$ cat src/rtl/lcd_bus_monitor_if.sv
// Bus/stream bundle for lcd_bus_monitor.
// The master side is the HD44780 driver plus the stream consumer; the slave side is the monitor.
interface lcd_bus_monitor_if;
    logic [3:0] lcd_data;
    logic       lcd_rs;
    logic       lcd_rw;
    logic       lcd_e;
    logic       out_valid;
    logic       out_ready;
    logic [7:0] out_data;
    logic       out_rs;

    modport master (
        output lcd_data, lcd_rs, lcd_rw, lcd_e, out_ready,
        input  out_valid, out_data, out_rs
    );

    modport slave (
        input  lcd_data, lcd_rs, lcd_rw, lcd_e, out_ready,
        output out_valid, out_data, out_rs
    );
endinterface

$ cat src/rtl/lcd_bus_monitor.sv
// Passive HD44780 4-bit bus receiver: rebuilds bytes from E strobes, shadows the DDRAM
// cursor and interface width, and streams decoded bytes out through a show-ahead FIFO.
module lcd_bus_monitor #(
    parameter int MIN_E_CYCLES   = 3,
    parameter int NIBBLE_TIMEOUT = 25000,
    parameter int FIFO_DEPTH     = 4
) (
    input  logic                clk,
    input  logic                rst_n,
    lcd_bus_monitor_if.slave    bus,
    output logic                four_bit_mode,
    output logic [6:0]          cursor_addr,
    output logic                overflow,
    output logic                desync,
    input  logic                clear_flags
);
    localparam int EW = $clog2(MIN_E_CYCLES + 1);
    localparam int TW = $clog2(NIBBLE_TIMEOUT + 1);
    localparam int AW = $clog2(FIFO_DEPTH);
    localparam int PW = AW + 1;
    localparam logic [EW-1:0] E_MIN     = EW'(MIN_E_CYCLES);
    localparam logic [TW-1:0] TO_LAST   = TW'(NIBBLE_TIMEOUT - 1);
    localparam logic [PW-1:0] FIFO_FULL = PW'(FIFO_DEPTH);

    typedef enum logic [1:0] {
        MODE8    = 2'd0,
        MODE4_HI = 2'd1,
        MODE4_LO = 2'd2
    } mode_e;

    logic [6:0]    sync1_r, sync2_r;
    logic          e_sync_s, e_prev_r, strobe_s;
    logic [EW-1:0] e_cnt_r;
    logic [3:0]    cap_data_r;
    logic          cap_rs_r, cap_rw_r;

    mode_e         state_r, state_n;
    logic [3:0]    hi_r, hi_n;
    logic          hi_rs_r, hi_rs_n;
    logic [TW-1:0] to_cnt_r, to_cnt_n;
    logic          byte_vld_s, byte_rs_s, desync_set_s;
    logic [7:0]    byte_s;

    logic [8:0]    mem_r [FIFO_DEPTH];
    logic [PW-1:0] wr_ptr_r, rd_ptr_r;
    logic          empty_s, full_s, push_s, pop_s, ovf_set_s;
    logic [8:0]    head_s;

    // Two-stage synchronizer, packed as {e, rw, rs, data}
    always_ff @(posedge clk or negedge rst_n) begin
        if (!rst_n) begin
            sync1_r <= 7'd0;
            sync2_r <= 7'd0;
        end else begin
            sync1_r <= {bus.lcd_e, bus.lcd_rw, bus.lcd_rs, bus.lcd_data};
            sync2_r <= sync1_r;
        end
    end

    assign e_sync_s = sync2_r[6];

    // E high-time (saturating at the qualifying length) and bus capture while E is high
    always_ff @(posedge clk or negedge rst_n) begin
        if (!rst_n) begin
            e_prev_r   <= 1'b0;
            e_cnt_r    <= {EW{1'b0}};
            cap_data_r <= 4'd0;
            cap_rs_r   <= 1'b0;
            cap_rw_r   <= 1'b0;
        end else begin
            e_prev_r <= e_sync_s;
            if (e_sync_s) begin
                if (e_cnt_r != E_MIN) begin
                    e_cnt_r <= e_cnt_r + EW'(1);
                end
                cap_data_r <= sync2_r[3:0];
                cap_rs_r   <= sync2_r[4];
                cap_rw_r   <= sync2_r[5];
            end else begin
                e_cnt_r <= {EW{1'b0}};
            end
        end
    end

    assign strobe_s = e_prev_r && !e_sync_s && (e_cnt_r == E_MIN) && !cap_rw_r;

    // Nibble pairing, interface width tracking and pairing timeout
    always_comb begin
        state_n      = state_r;
        hi_n         = hi_r;
        hi_rs_n      = hi_rs_r;
        to_cnt_n     = to_cnt_r;
        byte_vld_s   = 1'b0;
        byte_s       = 8'd0;
        byte_rs_s    = 1'b0;
        desync_set_s = 1'b0;
        case (state_r)
            MODE8: begin
                if (strobe_s) begin
                    byte_vld_s = 1'b1;
                    byte_s     = {cap_data_r, 4'b0000};
                    byte_rs_s  = cap_rs_r;
                    if (!cap_rs_r && (cap_data_r == 4'h2)) begin
                        state_n = MODE4_HI;
                    end else begin
                        state_n = MODE8;
                    end
                end else begin
                    state_n = MODE8;
                end
            end
            MODE4_HI: begin
                if (strobe_s) begin
                    hi_n     = cap_data_r;
                    hi_rs_n  = cap_rs_r;
                    to_cnt_n = {TW{1'b0}};
                    state_n  = MODE4_LO;
                end else begin
                    state_n = MODE4_HI;
                end
            end
            MODE4_LO: begin
                to_cnt_n = to_cnt_r + TW'(1);
                if (strobe_s) begin
                    if (cap_rs_r == hi_rs_r) begin
                        byte_vld_s = 1'b1;
                        byte_s     = {hi_r, cap_data_r};
                        byte_rs_s  = hi_rs_r;
                        // High nibble 3 on a command is function set with DL=1
                        if (!hi_rs_r && (hi_r == 4'h3)) begin
                            state_n = MODE8;
                        end else begin
                            state_n = MODE4_HI;
                        end
                    end else begin
                        desync_set_s = 1'b1;
                        hi_n         = cap_data_r;
                        hi_rs_n      = cap_rs_r;
                        to_cnt_n     = {TW{1'b0}};
                        state_n      = MODE4_LO;
                    end
                end else if (to_cnt_r == TO_LAST) begin
                    desync_set_s = 1'b1;
                    to_cnt_n     = {TW{1'b0}};
                    state_n      = MODE4_HI;
                end else begin
                    state_n = MODE4_LO;
                end
            end
            default: begin
                state_n = MODE8;
            end
        endcase
    end

    // Pairing state registers
    always_ff @(posedge clk or negedge rst_n) begin
        if (!rst_n) begin
            state_r  <= MODE8;
            hi_r     <= 4'd0;
            hi_rs_r  <= 1'b0;
            to_cnt_r <= {TW{1'b0}};
        end else begin
            state_r  <= state_n;
            hi_r     <= hi_n;
            hi_rs_r  <= hi_rs_n;
            to_cnt_r <= to_cnt_n;
        end
    end

    assign four_bit_mode = (state_r != MODE8);

    // Shadow DDRAM address; tracks every completed byte, even ones the FIFO drops
    always_ff @(posedge clk or negedge rst_n) begin
        if (!rst_n) begin
            cursor_addr <= 7'd0;
        end else if (byte_vld_s) begin
            if (!byte_rs_s && ((byte_s == 8'h01) || (byte_s[7:1] == 7'b0000001))) begin
                cursor_addr <= 7'd0;
            end else if (!byte_rs_s && byte_s[7]) begin
                cursor_addr <= byte_s[6:0];
            end else if (byte_rs_s) begin
                cursor_addr <= cursor_addr + 7'd1;
            end else begin
                cursor_addr <= cursor_addr;
            end
        end
    end

    assign empty_s   = (wr_ptr_r == rd_ptr_r);
    assign full_s    = ((wr_ptr_r - rd_ptr_r) == FIFO_FULL);
    assign pop_s     = !empty_s && bus.out_ready;
    assign push_s    = byte_vld_s && (!full_s || pop_s);
    assign ovf_set_s = byte_vld_s && full_s && !pop_s;
    assign head_s    = mem_r[rd_ptr_r[AW-1:0]];

    // Show-ahead FIFO storage and pointers
    always_ff @(posedge clk or negedge rst_n) begin
        if (!rst_n) begin
            for (int i = 0; i < FIFO_DEPTH; i++) begin
                mem_r[i] <= 9'd0;
            end
            wr_ptr_r <= {PW{1'b0}};
            rd_ptr_r <= {PW{1'b0}};
        end else begin
            if (push_s) begin
                mem_r[wr_ptr_r[AW-1:0]] <= {byte_rs_s, byte_s};
                wr_ptr_r                <= wr_ptr_r + PW'(1);
            end
            if (pop_s) begin
                rd_ptr_r <= rd_ptr_r + PW'(1);
            end
        end
    end

    assign bus.out_valid = !empty_s;
    assign bus.out_data  = head_s[7:0];
    assign bus.out_rs    = head_s[8];

    // Sticky error flags; a set event overrides a simultaneous clear
    always_ff @(posedge clk or negedge rst_n) begin
        if (!rst_n) begin
            overflow <= 1'b0;
            desync   <= 1'b0;
        end else begin
            overflow <= ovf_set_s    | (overflow & !clear_flags);
            desync   <= desync_set_s | (desync   & !clear_flags);
        end
    end
endmodule

$ cat src/flat_wrapper.sv
// flat-port wrapper written by rule: the top's interface ports become plain ports
module lcd_bus_monitor_flat 
#(
    parameter int MIN_E_CYCLES   = 3,
    parameter int NIBBLE_TIMEOUT = 25000,
    parameter int FIFO_DEPTH     = 4
)
  (clk, rst_n, four_bit_mode, cursor_addr, overflow, desync, clear_flags, bus_lcd_data, bus_lcd_rs, bus_lcd_rw, bus_lcd_e, bus_out_ready, bus_out_valid, bus_out_data, bus_out_rs);
  lcd_bus_monitor_if bus_i ();
  input  logic clk;
  input  logic rst_n;
  output logic four_bit_mode;
  output logic [6:0] cursor_addr;
  output logic overflow;
  output logic desync;
  input  logic clear_flags;
  input wire logic [$bits(bus_i.lcd_data)-1:0] bus_lcd_data;
  input wire logic [$bits(bus_i.lcd_rs)-1:0] bus_lcd_rs;
  input wire logic [$bits(bus_i.lcd_rw)-1:0] bus_lcd_rw;
  input wire logic [$bits(bus_i.lcd_e)-1:0] bus_lcd_e;
  input wire logic [$bits(bus_i.out_ready)-1:0] bus_out_ready;
  output wire logic [$bits(bus_i.out_valid)-1:0] bus_out_valid;
  output wire logic [$bits(bus_i.out_data)-1:0] bus_out_data;
  output wire logic [$bits(bus_i.out_rs)-1:0] bus_out_rs;
  assign bus_i.lcd_data = bus_lcd_data;
  assign bus_i.lcd_rs = bus_lcd_rs;
  assign bus_i.lcd_rw = bus_lcd_rw;
  assign bus_i.lcd_e = bus_lcd_e;
  assign bus_i.out_ready = bus_out_ready;
  assign bus_out_valid = bus_i.out_valid;
  assign bus_out_data = bus_i.out_data;
  assign bus_out_rs = bus_i.out_rs;
  lcd_bus_monitor #(.MIN_E_CYCLES(MIN_E_CYCLES), .NIBBLE_TIMEOUT(NIBBLE_TIMEOUT), .FIFO_DEPTH(FIFO_DEPTH)) u_core (.clk(clk), .rst_n(rst_n), .bus(bus_i), .four_bit_mode(four_bit_mode), .cursor_addr(cursor_addr), .overflow(overflow), .desync(desync), .clear_flags(clear_flags));
endmodule
$ cat config.mk
export PLATFORM = sky130hd
export DESIGN_NAME = lcd_bus_monitor_flat
export DESIGN_NICKNAME = d
export VERILOG_FILES = /design/src/rtl/lcd_bus_monitor_if.sv /design/src/rtl/lcd_bus_monitor.sv /design/src/flat_wrapper.sv
export SDC_FILE = /design/constraint.sdc
export NUM_CORES = 1
export LEC_CHECK = 0
export ABC_CLOCK_PERIOD_IN_PS = 5600
export CAP_MARGIN = 20
export CORE_MARGIN = 2
export CORE_UTILIZATION = 60
export CTS_BUF_LIST = sky130_fd_sc_hd__clkbuf_8
export CTS_CLUSTER_DIAMETER = 200
export CTS_CLUSTER_SIZE = 25
export DETAILED_ROUTE_END_ITERATION = 8
export PLACE_DENSITY = 0.86
export SLEW_MARGIN = 20
export SYNTH_ARGS = -nofsm -noshare
export SYNTH_HDL_FRONTEND = slang
export SYNTH_SLANG_ARGS = --single-unit
export TNS_END_PERCENT = 100
$ cat constraint.sdc
create_clock -name clk -period 5.6 [get_ports clk]
set_input_delay 0.84 -clock clk [delete_from_list [all_inputs] [get_ports clk]]
set_output_delay 0.84 -clock clk [all_outputs]
set_load 0.1 [all_outputs]
==> flow_summary.toml, run 1 <==
[cells_and_area]
instances_no_fill = 516
nFillCells = 496
post_route_cells_drive_above_1_share_pct = 20.9
diodes = 0
area_growth_pct = 12.7
nets = 434

[sta]
maxSlewHeadroom_pct = 34.8
period_needed_ns = 3.65
hold_viol = 0
finalCritPeriodShare_pct = 65.1
fin_skew_ns = 0.0129
max_freq_mhz = 274
slew_violations = 0
finalSetupTns_ns = 0
whs_ns = 0.352
setup_viol = 0
rsz0062_at_grt = "false"
worst_slew_pin_slew_ns = 0.975

[setup_path]
r2r_setup_slack_ns = 2.86
r2r_end = "u_core.mem_r[3]"
cpLargestDelayFamily = "buffers and inverters"
crit_chain = "ha_1, nand3_1, clkdlybuf4s50_1"
crit_path_start_kind = "flop"
cp.required_ns = 4.76
path_buf_inv = 1
worstPathArrival_ns = 2.81
reg2regPathDepth = 4
max_stage_delay_ns = 1.15
r2r_start = "u_core.sync2_r[6]"
crit_type = "reg -> out"
cpMaxStageDelayCell = "clkdlybuf4s50_1"
critPathMaxFanout = 12
endpoint_kind = "output pin"

[logic_synthesis]
synth_top_family_by_area = "multiplexers"
ys.flop_type = "dfrtp_1"
synth_cell_types = 56
async_flop_share_pct = 100
synth_mux_area_share_pct = 18.3
yosys.area_share.simple_pct = 14.3
synth-seq-cells = 96
yosys-top-cells-area = "dfrtp_1 52%, mux2_2 12%, mux4_2 4.4%"
synth_area_mm2 = 0.00462
synth_xor_area_share_pct = 1.90
synth_top_area_share_pct = 52.0
synth_top_cell_by_area = "dfrtp_1"
synth_enable_flop_cells = 0
synth-compound-area-share_pct = 8.35
synth_cells = 383
synth_fa_ha_area_share_pct = 2.98
seq_area_frac_synth_pct = 52.0
synth_nets = 405
synth_warnings = 0
syn_avg_cell_area_um2 = 12.1

[drt]
via_per_inst = 6.18
dr_wl_met2_um = 4730
vias = 3188
met3_length_um = 466
first_iter_violations = 194
routed_wl_um = 9150
wl_per_cell_um = 17.7
postRouteAntennaNets = 0
wl_met1_um = 3860
drc = 0
dr.pass1.iters = 5
dr.max_layer_used = "met4"

[die]
ioPinCount = 31
die_w_um = 91.7
core.rowCount = 31
design.die.area_mm2 = 0.00841
die_h_um = 91.7
core_area_mm2 = 0.00737
initial_utilization_pct = 62.6

[cts]
cts_resized = 0
cts.sinks = 96
insertion_delay_ns = 0.36
post_cts_buffers = 0
htreeDepth = 3
cts-root-buf = "clkbuf_8"
cts_hold_buf = 0
ctsLongestPathBuffers = 2
clk_pin_slew_worst_paths_ns = 0.09
cts_tree = "done"
numCtsBuffers = 9

[global_route]
grt_max_degree = 56
grt_pass1_wl_um = 15900
first_global_vias = 3183
grt_overflow_total = 0
track_usage_pct = 23.9
antenna_found_initial = 0

[pwr]
vdd_drop_max_uv = 177
p_per_area_mw_per_mm2 = 317
power_leakage_nw = 2.38
power.total_mw = 1.65

[hold_path]
min_path_cells = 0
min_path_type = "reg -> reg"
min_to = "u_core.sync2_r[5]"
hold_path_startpoint = "u_core.sync1_r[5]"

[outcome]
status = "finished, final reports clean"

[placement]
numPortBuffers = 30
placedCellCount = 500
dpl.hpwl_um = 6360
place_congestion = 0.848

[flow_run]
max-cap-violations = 0
per-stage QoR:
| step | cell area (um2) | util, % | worst slack, ns |
|---|---|---|---|
| floorplan | 4620 | - | 2.91 |
| global placement | 4980 | 67.6 | 2.34 |
| detailed placement | 4980 | 67.6 | 2.30 |
| CTS | 5200 | 70.6 | 1.90 |
| global route | 5200 | 70.6 | 1.81 |
| finish | 5200 | 70.6 | 1.95 |
cells by family after synthesis:
kind of cell | Yosys count
flops | 96
mux | 67
xor+xnor | 10
fa+ha+maj | 11
compound gates | 56
simple gates | 120
buf+inv | 23
worst max-delay path by stage:
stage,slack (ns),end,from,cells past startpoint
after global routing,1.81,bus_out_valid,u_core.rd_ptr_r[0],3
after global placement,2.34,bus_out_valid,u_core.rd_ptr_r[0],3
after CTS,1.90,bus_out_valid,u_core.rd_ptr_r[0],3
after floorplan,2.91,bus_out_valid,u_core.rd_ptr_r[1],4
after detailed placement,2.30,bus_out_valid,u_core.rd_ptr_r[0],3
final,1.95,bus_out_valid,u_core.rd_ptr_r[0],3
report_power, final:
part | total [mW] | leakage, nW | internal (mW) | switching [mW]
sequential | 0.821 | 1.28 | 0.733 | 0.0878
clock | 0.488 | 0.103 | 0.251 | 0.237
combinational | 0.341 | 1.00 | 0.138 | 0.202
total | 1.65 | 2.38 | 1.12 | 0.527
synthesized netlist by cell type (2+ instances only):
| cell | instances |
|---|---|
| ha_1 | 11 |
| or3_1 | 3 |
| a21o_1 | 2 |
| nor2b_1 | 9 |
| nand3_2 | 4 |
| nand2b_1 | 4 |
| mux2_2 | 48 |
| o22ai_1 | 3 |
| nand3b_1 | 2 |
| xnor2_1 | 6 |
| nand2_1 | 23 |
| mux2i_1 | 10 |
| or2_2 | 2 |
| a2bb2oi_1 | 2 |
| and3_1 | 9 |
| buf_2 | 4 |
| and2_1 | 5 |
| nand3_1 | 12 |
| nand4_1 | 6 |
| nor2_1 | 16 |
| buf_4 | 2 |
| nor4_1 | 3 |
| dfrtp_1 | 96 |
| clkbuf_1 | 6 |
| a21oi_1 | 13 |
| o21a_1 | 3 |
| nor3_1 | 14 |
| nor4bb_1 | 2 |
| o21bai_1 | 2 |
| mux4_2 | 9 |
| xor2_1 | 4 |
| inv_1 | 10 |
| a31oi_1 | 5 |
| o21ai_0 | 11 |
layout make-up:
cell class	instances	area [um2]	share of cell area, %
multi-input combinational	264	2110	40.6
sequential	96	2400	46.2
timing repair buffer	31	305	5.87
inverter	10	37.5	0.722
clock inverter	7	95.1	1.83
tap	99	124	2.38
clock buffer	9	124	2.38
layer usage:
metal  global-route usage (%)  vias up
li1                         -     1457
met2                     40.0       99
met5                        0        -
met1                     31.6     1620
met3                     5.18       12
met4                     7.46        0
flip-flops by register name (all words and copies together), names as in the netlist:
name and cells:
u_core.cap_data_r 4, u_core.cap_rs_r 1, u_core.cap_rw_r 1, u_core.cursor_addr 7, u_core.desync 1, u_core.e_cnt_r 2
u_core.e_prev_r 1, u_core.hi_r 4, u_core.hi_rs_r 1, u_core.mem_r 36, u_core.overflow 1, u_core.rd_ptr_r 3
u_core.state_r 2, u_core.sync1_r 7, u_core.sync2_r 7, u_core.to_cnt_r 15, u_core.wr_ptr_r 3
cells in the final DEF, fill, tap and decap left out, types with 11 or more instances in the layout:
cell | synthesis | routed
o21ai_0 | 11 | 11
nor3_1 | 14 | 14
ha_1 | 11 | 11
nand2_1 | 23 | 23
nor2_1 | 16 | 16
mux2_2 | 48 | 48
clkdlybuf4s50_1 | 0 | 29
nand3_1 | 12 | 12
inv_1 | 10 | 11
a21oi_1 | 13 | 13
dfrtp_1 | 96 | 96
(Power assumes the default switching activity.)
==> run 2: changes to the inputs <==
--- a/config.mk
+++ b/config.mk
@@ -5,7 +5,7 @@
 export SDC_FILE = /design/constraint.sdc
 export NUM_CORES = 1
 export LEC_CHECK = 0
-export ABC_CLOCK_PERIOD_IN_PS = 5600
+export ABC_CLOCK_PERIOD_IN_PS = 3500
 export CAP_MARGIN = 20
 export CORE_MARGIN = 2
 export CORE_UTILIZATION = 60
==> constraint.sdc (replaced) <==
create_clock -name clk -period 3.5 [get_ports clk]
set_input_delay 0.525 -clock clk [delete_from_list [all_inputs] [get_ports clk]]
set_output_delay 0.525 -clock clk [all_outputs]
set_load 0.1 [all_outputs]
==> flow_summary.toml, run 2 (synthesized netlist as in run 1, its figures left out) <==
[pwr]
power_leakage_nw = 2.42
vdd_drop_max_uv = 247
p_per_area_mw_per_mm2 = 506

[die]
core.rowCount = 31
die_h_um = 91.7
ioPinCount = 31
die_w_um = 91.7
design.die.area_mm2 = 0.00841
core_area_mm2 = 0.00737
initial_utilization_pct = 62.6

[cells_and_area]
regMostFlops = "u_core.mem_r"
post_route_cells_drive_above_1_share_pct = 23.9
regArea_mm2 = 0.00240
multi_input_area_mm2 = 0.00211
reg.largest.list = "u_core.mem_r: 36 flops, u_core.to_cnt_r: 15 flops"
final_cell_mix = "96 x dfrtp_1, 48 x mux2_2, 23 x nand2_1"
nFillCells = 506
diodes = 0
area_growth_pct = 12.1
nets = 436
largest_reg_flops = 36
mostFrequentLayoutCell = "dfrtp_1"

[drt]
postRouteAntennaNets = 0
first_iter_violations = 269
vias = 3200
wl_per_cell_um = 17.8
routed_wl_um = 9200
met3_length_um = 448
dr_wl_met2_um = 4500
drc = 0
dr.pass1.iters = 4
via_per_inst = 6.18
dr.max_layer_used = "met4"
wl_met1_um = 3970

[placement]
dpl.hpwl_um = 6350
place_congestion = 0.872
numPortBuffers = 30

[global_route]
grt_max_degree = 73
grt_overflow_total = 0
grt_pass1_wl_um = 15800
first_global_vias = 3227
track_usage_pct = 24.1
antenna_found_initial = 0

[cts]
cts_resized = 0
clk_pin_slew_worst_paths_ns = 0.10
insertion_delay_ns = 0.37
post_cts_buffers = 0
cts_hold_buf = 0
cts-root-buf = "clkbuf_8"
cts_tree = "done"
htreeDepth = 3
cts.sinks = 96
numCtsBuffers = 9
ctsLongestPathBuffers = 2

[setup_path]
crit_type = "reg -> reg"
worstPathArrival_ns = 2.99
endpoint_kind = "flop"
cp.required_ns = 3.78
crit_path_start_kind = "flop"
cpMaxStageDelayCell = "nand4bb_1"
critPathMaxFanout = 19
crit_chain = "ha_1, nand4bb_1, and3_1, a21oi_2, nand2_1, o31ai_1"
cpLargestDelayFamily = "simple AND/OR/NAND/NOR gates"
max_stage_delay_ns = 0.61
path_buf_inv = 0

[flow_run]
max-cap-violations = 0

[sta]
worst_slew_pin_slew_ns = 0.971
rsz0062_at_grt = "false"
period_needed_ns = 2.71
maxSlewHeadroom_pct = 35.1
max_freq_mhz = 369
finalSetupTns_ns = 0
slew_violations = 0
hold_viol = 0
fin_skew_ns = 0.00935
finalCritPeriodShare_pct = 77.5
setup_viol = 0
whs_ns = 0.277

[hold_path]
min_path_type = "in -> async"

[outcome]
status = "finished, final reports clean"
[run 2: cell count changes in the layout (fill, tap and decap cells not counted)]
cell / change
clkinvlp_4: -3
inv_8: +1
bufinv_16: -1
clkinv_4: +1
clkinv_2: +1
buf_4: +13
clkdlybuf4s50_1: -11
clkbuf_8: +1
[run 2: worst paths after layout]
| kind | from | end | slack [ns] | cells past startpoint |
|---|---|---|---|---|
| max in group asynchronous | rst_n | u_core.cursor_addr[0] | 2.47 | 2 |
| max | u_core.e_cnt_r[0] | u_core.to_cnt_r[13] | 0.79 | 6 |
| min in group clk | u_core.sync1_r[5] | u_core.sync2_r[5] | 0.36 | 0 |
| max reg2reg | u_core.e_cnt_r[0] | u_core.to_cnt_r[13] | 0.79 | 6 |
| min reg2reg | u_core.sync1_r[5] | u_core.sync2_r[5] | 0.36 | 0 |
| min | rst_n | u_core.mem_r[6] | 0.28 | 1 |
[run 2: layout make-up]
| cell class | instances | share of cell area, % |
|---|---|---|
| inverters | 10 | 0.725 |
| flip-flops and latches | 96 | 46.4 |
| clock buffers | 10 | 2.66 |
| repair buffers | 33 | 5.66 |
| clock inverters | 6 | 1.31 |
| multi-input cells | 264 | 40.8 |
| well taps | 99 | 2.39 |
[run 2: metrics by stage]
step / setup slack [ns] / total power, mW / cell area, um2 / util, % / cells
6_report: 0.787 / 2.62 / 5170 / 70.2 / 518
3_3_place_gp: 0.895 / 1.87 / 4970 / 67.4 / 502
3_5_place_dp: 0.819 / 1.89 / 4970 / 67.4 / 502
4_1_cts: 0.788 / 2.63 / 5170 / 70.2 / 518
2_1_floorplan: 0.825 / 1.74 / 4620 / - / 383
5_1_grt: 0.530 / 2.75 / 5170 / 70.2 / 518
[run 2: power breakdown]
group	switching, mW	internal (mW)	leakage [nW]
Sequential	0.107	1.17	1.28
Combinational	0.364	0.224	1.03
Clock	0.394	0.355	0.110
[run 2: per-layer routing]
metal / track usage, % / vias up
met5: 0 / -
met4: 12.4 / 0
met3: 4.77 / 24
met2: 37.6 / 105
met1: 32.2 / 1609
li1: - / 1462
